<file path="src/rtl/if_fetch.sv">
// rtl/if_fetch.sv - MIPS instruction-fetch stage: PC, imem handshake, stall hold and redirect flush.
module if_fetch #(
  parameter logic [31:0] RESET_PC = 32'h0000_0000
) (
  input  logic        clk,
  input  logic        rst,
  input  logic        en,
  input  logic        redirect,
  input  logic [31:0] redirect_pc,
  output logic        imem_req,
  output logic [31:0] imem_addr,
  input  logic        imem_ready,
  input  logic [31:0] imem_rdata,
  output logic [31:0] IF_pc_plus_4,
  output logic [31:0] IF_ins,
  output logic        IF_valid
);

  typedef enum logic [1:0] {
    S_REQ   = 2'd0,
    S_HOLD  = 2'd1,
    S_FLUSH = 2'd2
  } state_t;

  state_t      state_q, state_d;
  logic [31:0] pc_q, pc_d;
  logic [31:0] fetch_addr_q, fetch_addr_d;
  logic [31:0] ibuf_q, ibuf_d;
  logic [31:0] pc_plus_4;
  logic [31:0] redirect_target;
  logic        valid;

  assign pc_plus_4       = pc_q + 32'd4;
  assign redirect_target = redirect_pc & ~32'd3;

  always_comb begin
    state_d      = state_q;
    pc_d         = pc_q;
    fetch_addr_d = fetch_addr_q;
    ibuf_d       = ibuf_q;
    valid        = 1'b0;
    imem_req     = 1'b0;
    imem_addr    = fetch_addr_q;
    IF_ins       = imem_rdata;
    IF_pc_plus_4 = pc_plus_4;

    case (state_q)
      S_REQ: begin
        imem_req = 1'b1;
        valid    = imem_ready & ~redirect;
        if (redirect) begin
          pc_d = redirect_target;
          // A request still in flight must drain before the target can be fetched.
          if (imem_ready) fetch_addr_d = redirect_target;
          else            state_d      = S_FLUSH;
        end else if (valid) begin
          if (en) begin
            pc_d         = pc_plus_4;
            fetch_addr_d = pc_plus_4;
          end else begin
            ibuf_d  = imem_rdata;
            state_d = S_HOLD;
          end
        end
      end
      S_HOLD: begin
        valid  = ~redirect;
        IF_ins = ibuf_q;
        if (redirect) begin
          pc_d         = redirect_target;
          fetch_addr_d = redirect_target;
          state_d      = S_REQ;
        end else if (en) begin
          pc_d         = pc_plus_4;
          fetch_addr_d = pc_plus_4;
          state_d      = S_REQ;
        end
      end
      S_FLUSH: begin
        imem_req = 1'b1;
        if (redirect) pc_d = redirect_target;
        if (imem_ready) begin
          fetch_addr_d = redirect ? redirect_target : pc_q;
          state_d      = S_REQ;
        end
      end
      default: state_d = S_REQ;
    endcase

    // Reset masks every output immediately, even before the registers settle.
    if (rst) begin
      valid        = 1'b0;
      imem_req     = 1'b0;
      IF_ins       = 32'd0;
      IF_pc_plus_4 = RESET_PC + 32'd4;
      pc_d         = RESET_PC;
      fetch_addr_d = RESET_PC;
      ibuf_d       = 32'd0;
      state_d      = S_REQ;
    end

    IF_valid = valid;
  end

  always_ff @(posedge clk) begin
    state_q      <= state_d;
    pc_q         <= pc_d;
    fetch_addr_q <= fetch_addr_d;
    ibuf_q       <= ibuf_d;
  end

endmodule

</file>
<file path="config.mk">
export PLATFORM = sky130hd
export DESIGN_NAME = if_fetch
export DESIGN_NICKNAME = d
export VERILOG_FILES = /design/src/rtl/if_fetch.sv
export SDC_FILE = /design/constraint.sdc
export NUM_CORES = 1
export LEC_CHECK = 0
export BUFFER_PORTS_ARGS = -buffer_cell sky130_fd_sc_hd__buf_4
export CAP_MARGIN = 0
export CORE_AREA = 10 10 133 123
export CTS_BUF_LIST = sky130_fd_sc_hd__clkbuf_8
export DETAILED_ROUTE_END_ITERATION = 16
export DIE_AREA = 0 0 143 133
export PLACE_DENSITY = 0.8
export SYNTH_ARGS = -nofsm -noshare
export SYNTH_HDL_FRONTEND = slang
export SYNTH_SLANG_ARGS = --single-unit
</file>
<file path="constraint.sdc">
create_clock -name clk -period 3.1 [get_ports clk]
set_input_delay 0.62 -clock clk [delete_from_list [all_inputs] [get_ports clk]]
set_output_delay 0.62 -clock clk [all_outputs]
set_load 0.05 [all_outputs]
</file>
==> impl_metrics.yaml, run 1 <==
worst_setup_path:
  cp_cell_sequence: "nand4_4, nor2_2, buf_4, nand3_2, or3_1, a21oi_1, buf_4"
  crit_cells: 7
  crit-reg2reg-launch: "state_q[0]"
  worst_setup_path_start_kind: "flop"
  critPathArrivalTime_ns: 2.37
  worstPathMaxFanout: 8
  crit_type: "flop to output port"
  cp_slowest_cell: "dfxtp_1"
  r2r_end: "pc_q[23]"
  required_ns: 2.48
  rr_worst_depth: 5
  critPathTopFamily: "simple AND/OR/NAND/NOR gates"
  worstSetupEndpointType: "output port"
  endpoint: "IF_pc_plus_4[31]"
  cp_num_buf_inv: 2
  r2r_setup_slack_ns: 0.83
  max_stage_delay_ns: 0.52
  crit_top_cell: "buf_4"
  crit_start: "pc_q[15]"
clock_tree:
  cts-buffers-inserted: 9
  htreeDepth: 3
  cts_tree: "built"
  clkLatencyLatePin_ns: 0.39
  root_buffer: "clkbuf_8"
  hold_buffers: 0
  path_clk_slew_ns: 0.10
  tritoncts_num_sinks: 98
  cts_buffer_depth: 2
synthesis:
  syn_nets: 907
  syn_area_per_cell_um2: 7.136
  synth_area_leaders: "dfxtp_1 33%, nand2_1 12%, a21oi_1 8.3%, nor2_1 3.3%, xnor2_1 3.1%"
  yosysSeqAreaShare: 0.3284
  synth_edf_count: 0
  ys_ff_latch: 98
  netlist-cell-type-count: 65
  synth_top_area_share: 0.3284
  synthFlopType: "dfxtp_1"
  yosys_warnings: 0
  synth_area_um2: 5973
  async_reset_ff_frac: 0
  synthesis.instances: 837
  yosys.area.top_type: "dfxtp_1"
timing:
  hold_viol_final: 0
  rsz0062_at_grt: "false"
  period_minus_slack_ns: 2.988
  timing.final.crit_share: 0.9640
  finalSetupTns_ns: 0
  slew_headroom: 0.4883
  worst_pin_slew_ns: 0.7676
  drv_slew: 0
  fmax_ghz: 0.3346
  finalSetupViolCount: 0
  clock_skew_ns: 0.01587
floorplan:
  die_y_um: 133
  top_level_ports: 167
  die_area_um2: 19020
  start_util: 0.4361
  fp.coreArea_um2: 13700
  rows: 41
  die_w_um: 143
detailed_routing:
  routed_wl_um: 19390
  vias: 6543
  drt_iter0_markers: 677
  drt-vias-per-instance: 5.734
  wl_per_cell_um: 17.00
  postRouteAntennaNets: 0
  drc: 0
  drtPass1Iterations: 6
power_and_ir_drop:
  clkPwrFrac: 0.265
  p_int_mw: 2.016
  power_frac_seq: 0.453
  leakagePower_nw: 3.038
  switchingPower_mw: 1.107
  power.switching_fraction: 0.3545
  power_density_nw_per_um2: 412.4
  p_comb_frac: 0.282
  vdd_drop_max_v: 0.0002576
finish:
  multiInputGateArea_um2: 3704
  fin_nets: 1035
  fillers: 1309
  fin_area_um2: 7575
  regArea_um2: 1976
  n_antenna_cell: 0
  area_growth_pct: 26.81
  drive_gt1_frac: 0.2642
grt:
  grt_antenna_before_repair: 0
  grt_pass1_vias: 6006
  grt_pass1_wl_um: 30480
  grt_max_degree: 98
  grt.overflow.total: 0
  grt_usage: 0.1946
hold_path:
  hold_class: "input pin to flop"
  hp-start: "imem_ready"
job:
  maxCapViolCount: 0
place:
  port_buffers: 164
  place_congestion: 0.9406
  place_hpwl_um: 13770
  dpl-instance-area_um2: 7312
status:
  status: "finished clean"
[per-stage QoR]
step                      power [mW]  cells  hold WS, ns  worst slack, ns    util
final                          3.124   1141       0.4294           0.1116  0.5530
after global routing           3.285   1141       0.4057         0.007870  0.5530
after CTS                      3.151   1139       0.4046        0.0001275  0.5500
after detailed placement       2.310   1122       0.4465           0.2711  0.5338
after global placement         2.300   1122       0.4417           0.2945  0.5338
after floorplan                2.011    837       0.4366           0.1289       -
[metal layers]
layer	track usage	vias up	wire [um]
li1	-	3191	-
met1	0.2573	3090	8683
met2	0.2946	241	8747
met3	0.06118	21	1620
met4	0.05785	0	342
met5	0	-	0
[power groups by stage]
| stage | Combinational (mW) | Sequential (mW) | Clock [mW] |
|---|---|---|---|
| global route | 0.943 | 1.42 | 0.917 |
| floorplan | 0.511 | 1.50 | 0 |
| finish | 0.882 | 1.41 | 0.827 |
| global placement | 0.866 | 1.43 | 0 |
| CTS | 0.878 | 1.41 | 0.863 |
| detailed placement | 0.873 | 1.44 | 0 |
[how the worst min path moves through the flow]
stage,endpoint,slack (ns),cells past startpoint
4_1_cts,state_q[1],0.40,2
3_5_place_dp,ibuf_q[1],0.45,2
6_report,state_q[1],0.43,2
3_3_place_gp,imem_addr[1],0.44,2
5_1_grt,state_q[1],0.41,2
2_1_floorplan,ibuf_q[0],0.44,2
[logic make-up after synthesis]
kind of cell,Yosys count,share of synthesized area
DFF,98,0.3284
buffers and inverters,85,0.06075
muxes,4,0.007540
adders and majority gates,1,0.002094
and+or+nand+nor,404,0.3339
AOI/OAI and AO/OA,214,0.2218
xor gates and xnor gates,31,0.04545
[synthesized netlist by cell type, drive strengths merged (9+ instances only)]
| library cell | number |
|---|---|
| a21oi | 99 |
| and3 | 18 |
| buf | 33 |
| clkbuf | 43 |
| dfxtp | 98 |
| nand2 | 196 |
| nand3 | 38 |
| nand4 | 18 |
| nor2 | 53 |
| nor2b | 9 |
| nor3 | 14 |
| nor4 | 14 |
| o21ai | 35 |
| or3 | 9 |
| xnor2 | 21 |
| xor2 | 10 |
[area by class of cell]
type | count | area share
well taps | 172 | 0.02841
clock buffers | 10 | 0.01817
flip-flops and latches | 98 | 0.2608
multi-input cells | 654 | 0.4889
inverters | 9 | 0.004460
clock inverters | 5 | 0.006277
repair buffers | 193 | 0.1929
[cells in the final DEF (no fill, tap or decap), drive strengths merged, types with 6 or more instances in the layout]
master	synthesis	final
nor4	14	14
and4	6	6
o21a	7	7
nand2b	8	8
buf	33	193
or3	9	9
o41ai	8	8
nand3	38	38
nor2	53	53
nand2	196	196
xnor2	21	21
nand4	18	18
a31o	8	8
o21ai	35	35
and2	8	8
nor3	14	14
o22ai	7	7
o31a	6	6
dfxtp	98	98
o31ai	8	8
xor2	10	10
or4	8	8
inv	8	10
and3	18	18
nor2b	9	9
a31oi	8	8
a21oi	99	99
clkbuf	43	10
[registers in the layout, indices dropped and copies added (netlist names)]
| signal | cells |
|---|---|
| ibuf_q | 32 |
| imem_addr | 32 |
| pc_q | 32 |
| state_q | 2 |
[timing repair]
| item | in CTS | in global routing |
|---|---|---|
| gates cloned | 0 | 0 |
| resized for setup | 5 | 16 |
| endpoints found under the setup margin | 4 | 5 |
| buffers inserted | 2 | 2 |
| pin swaps | 2 | 2 |
| hold endpoints to repair | 0 | 0 |
No activity file was read; power rests on OpenSTA's default activity.
==> inputs of run 2 (changes only) <==
- BUFFER_PORTS_ARGS: -buffer_cell sky130_fd_sc_hd__buf_4 -> default
- DONT_BUFFER_PORTS: default -> 1
- PLACE_DENSITY: 0.8 -> 0.7
- SETUP_SLACK_MARGIN: default -> 0.5
==> impl_metrics.yaml, run 2 (synthesized netlist as in run 1, its figures left out) <==
status:
  status: "finished clean"
finish:
  fin_cells: 1063
  final_common_cell: "nand2_1"
  area_growth_pct: 23.17
  fin_nets: 955
  drive_gt1_frac: 0.2596
  final_cell_mix: "192 x nand2_1, 95 x a21oi_1, 94 x buf_4"
  fillers: 1305
timing:
  finalSetupViolCount: 0
  hold_viol_final: 0
  rsz0062_at_grt: "true"
  timing.final.crit_share: 0.9144
  fmax_ghz: 0.3528
  worst_pin_slew_ns: 0.6105
  period_minus_slack_ns: 2.835
  clock_skew_ns: 0.01069
  finalSetupTns_ns: 0
  drv_slew: 0
  slew_headroom: 0.5925
detailed_routing:
  drt-vias-per-instance: 5.954
  routed_wl_um: 20010
  postRouteAntennaNets: 0
  drtPass1Iterations: 5
  vias: 6329
  drc: 0
  wl_per_cell_um: 18.83
  drt_iter0_markers: 523
grt:
  grt_pass1_vias: 5926
  grt_pass1_wl_um: 31250
  grt.overflow.total: 0
  grt_max_degree: 144
  grt_antenna_before_repair: 1
  grt_usage: 0.2004
worst_setup_path:
  crit_type: "flop to output port"
  required_ns: 2.48
  worst_setup_path_start_kind: "flop"
  cp_cell_sequence: "and3_4, and4_4, nand3_2, or3_4, a21oi_4"
  worstSetupEndpointType: "output port"
  critPathTopFamily: "simple AND/OR/NAND/NOR gates"
  cp_slowest_cell: "dfxtp_4"
  critPathArrivalTime_ns: 2.21
  cp_num_buf_inv: 0
  worstPathMaxFanout: 6
  max_stage_delay_ns: 0.41
clock_tree:
  cts_tree: "built"
  cts_buffer_depth: 2
  clkLatencyLatePin_ns: 0.39
  root_buffer: "clkbuf_8"
  path_clk_slew_ns: 0.10
  htreeDepth: 3
  cts-buffers-inserted: 9
  tritoncts_num_sinks: 98
job:
  maxCapViolCount: 0
floorplan:
  fp.coreArea_um2: 13700
  die_area_um2: 19020
  top_level_ports: 167
  die_w_um: 143
  rows: 41
  start_util: 0.4361
  die_y_um: 133
place:
  dp_cells: 1016
  port_buffers: 0
  place_congestion: 0.9438
  place_hpwl_um: 13260
power_and_ir_drop:
  power_density_nw_per_um2: 412.7
  leakagePower_nw: 2.694
  vdd_drop_max_v: 0.0003050
hold_path:
  hold_class: "input pin to flop"
==> run 2: cell count changes in the layout (fill, tap and decap cells not counted), moves of 4 or more <==
cell     previous run  this run
nor2_2              2         7
nor2_4              0         7
or3_4               0         4
a21oi_1            99        95
buf_6               0        19
buf_4             192        94
dfxtp_4             1        13
nor2_1             51        39
dfxtp_1            89        75
==> run 2: path summary, 6_finish.rpt <==
kind	start	end	slack [ns]	depth (start not counted)
setup reg to reg	state_q[0]	imem_addr[19]	0.96	5
setup / recovery	pc_q[12]	IF_pc_plus_4[31]	0.27	5
hold reg to reg	ibuf_q[30]	ibuf_q[30]	0.46	2
hold / removal	imem_ready	state_q[1]	0.30	1
==> run 2: per-layer routing <==
layer,vias up,global-route usage,share of wire
met5,-,0,0
li1,3036,-,-
met2,246,0.3096,0.46
met4,0,0.07102,0.025
met3,35,0.07657,0.099
met1,3012,0.2478,0.41
==> run 2: stage by stage <==
| step | hold WS (ns) | worst slack (ns) | cell area (um^2) | utilization | total power, mW |
|---|---|---|---|---|---|
| global placement | 0.4383 | 0.3599 | 6583 | 0.4806 | 2.149 |
| CTS | 0.2680 | 0.2419 | 7196 | 0.5253 | 3.052 |
| detailed placement | 0.4413 | 0.2947 | 6583 | 0.4806 | 2.155 |
| global route | 0.2653 | 0.1596 | 7357 | 0.5371 | 3.179 |
| floorplan | 0.4366 | 0.3981 | 6053 | - | 2.019 |
| finish | 0.2959 | 0.2653 | 7357 | 0.5371 | 3.037 |
==> run 2: power breakdown <==
group | switching, mW | internal (mW)
registers | 0.187 | 1.33
logic | 0.423 | 0.227
clock network | 0.476 | 0.390
total | 1.09 | 1.95
==> run 2: layout make-up <==
type,count,area (um^2),area share
Timing Repair Buffer,113,919.6,0.1250
Tap cell,172,215.2,0.02925
Antenna cell,1,2.502,0.0003401
Sequential cell,98,2023,0.2750
Clock inverter,6,58.81,0.007993
Multi-Input combinational cell,654,3966,0.5391
Inverter,9,33.78,0.004592
Clock buffer,10,137.6,0.01871
==> run 2: what timing repair did <==
action,CTS,global route
buffers inserted,24,6
hold buffers,0,0
pin swaps,15,18
setup endpoints to repair,57,31
resized for setup,82,27
endpoints found under the hold margin,0,0
==> inputs of run 3 (changes only) <==
- CORE_AREA: 10 10 133 123 -> 10 10 127 117
- DIE_AREA: 0 0 143 133 -> 0 0 137 127
- PLACE_DENSITY: 0.7 -> 0.75
==> impl_metrics.yaml, run 3 (synthesized netlist as in run 1, its figures left out) <==
grt:
  grt_pass1_vias: 5931
  grt_max_degree: 144
  grt_pass1_wl_um: 31080
  grt.overflow.total: 0
  grt_antenna_before_repair: 0
  grt_usage: 0.2173
worst_setup_path:
  cp_slowest_cell: "or4_4"
  crit-reg2reg-launch: "pc_q[2]"
  worst_setup_path_start_kind: "flop"
  worstSetupEndpointType: "output port"
  critPathArrivalTime_ns: 2.18
  r2r_setup_slack_ns: 0.81
  rr_worst_depth: 10
  required_ns: 2.48
  cp_num_buf_inv: 1
  r2r_end: "imem_addr[12]"
  cp_cell_sequence: "ha_4, nand4_1, nor3_4, nand4b_1, buf_6, or4_4, nand2_8"
  max_stage_delay_ns: 0.46
  worstPathMaxFanout: 6
  crit_type: "flop to output port"
  critPathTopFamily: "simple AND/OR/NAND/NOR gates"
floorplan:
  die_y_um: 127
  fp.coreArea_um2: 12390
  die_area_um2: 17400
  rows: 39
  die_w_um: 137
  start_util: 0.4819
  top_level_ports: 167
timing:
  timing.final.crit_share: 0.9027
  setup_slack_ns: 0.3018
  hold_viol_final: 0
  slew_headroom: 0.5537
  finalSetupTns_ns: 0
  clock_skew_ns: 0.01090
  rsz0062_at_grt: "true"
  finalSetupViolCount: 0
  period_minus_slack_ns: 2.798
  drv_slew: 0
  worst_pin_slew_ns: 0.6670
  fmax_ghz: 0.3574
  holdWs_ns: 0.3011
hold_path:
  whs_endpoint: "state_q[1]"
  whs_path_depth: 1
  hp-start: "imem_ready"
  hold_class: "input pin to flop"
place:
  place_hpwl_um: 13280
  dp_cells: 1004
  port_buffers: 0
  dp_slack_ns: 0.2793
  dpl-instance-area_um2: 6555
  place_congestion: 0.9205
finish:
  final_cell_mix: "191 x nand2_1, 100 x buf_4, 95 x a21oi_1"
  area_growth_pct: 24.82
  fin_cells: 1064
  n_antenna_cell: 0
  fin_nets: 967
  final_util: 0.6016
  drive_gt1_frac: 0.2722
  regArea_um2: 2041
  final_common_cell: "nand2_1"
  fillers: 1134
  fin_area_um2: 7456
  multiInputGateArea_um2: 3958
detailed_routing:
  routed_wl_um: 20420
  drc: 0
  postRouteAntennaNets: 0
  drtPass1Iterations: 5
  wl_per_cell_um: 19.19
  vias: 6470
  drt-vias-per-instance: 6.081
  drt_iter0_markers: 744
power_and_ir_drop:
  leakagePower_nw: 2.771
  totalPowerFinal_mw: 2.997
  power_density_nw_per_um2: 402.0
  vdd_drop_max_v: 0.0002826
job:
  maxCapViolCount: 0
clock_tree:
  path_clk_slew_ns: 0.10
  tritoncts_num_sinks: 98
  root_buffer: "clkbuf_8"
  cts-buffers-inserted: 9
  clkLatencyLatePin_ns: 0.37
  cts_buffer_depth: 2
  cts_tree: "built"
  htreeDepth: 3
status:
  status: "finished clean"
==> run 3: worst max-delay path by stage <==
stage	from	end	depth (start not counted)
finish	pc_q[2]	IF_pc_plus_4[30]	7
global route	pc_q[2]	IF_pc_plus_4[30]	7
CTS	pc_q[2]	IF_pc_plus_4[28]	7
detailed placement	pc_q[2]	IF_pc_plus_4[30]	6
global placement	pc_q[2]	IF_pc_plus_4[30]	6
floorplan	rst	IF_valid	4
==> run 3: report_power, final <==
part           total (mW)  internal, mW  switching (mW)
clock network       0.812         0.358           0.453
logic               0.669         0.235           0.434
registers            1.52          1.33           0.184
==> run 3: what timing repair did <==
action,CTS,global route
endpoints found under the setup margin,57,51
hold buffers,0,0
pin swaps,22,18
buffers inserted,32,14
resized for setup,87,33
==> run 3: layout make-up <==
type	count	share of cell area
tap	164	0.02752
multi-input combinational	654	0.5308
clock buffer	9	0.01661
sequential	98	0.2737
inverter	9	0.004531
clock inverter	5	0.006713
timing repair buffer	125	0.1401
==> run 3: per-layer routing <==
metal	share of wire	GRT usage	wire length [um]	vias up
met5	0	0	0	-
met2	0.46	0.3356	9393	304
met3	0.11	0.06622	2167	43
met4	0.028	0.08860	578	0
met1	0.41	0.2761	8283	3057
li1	-	-	-	3066
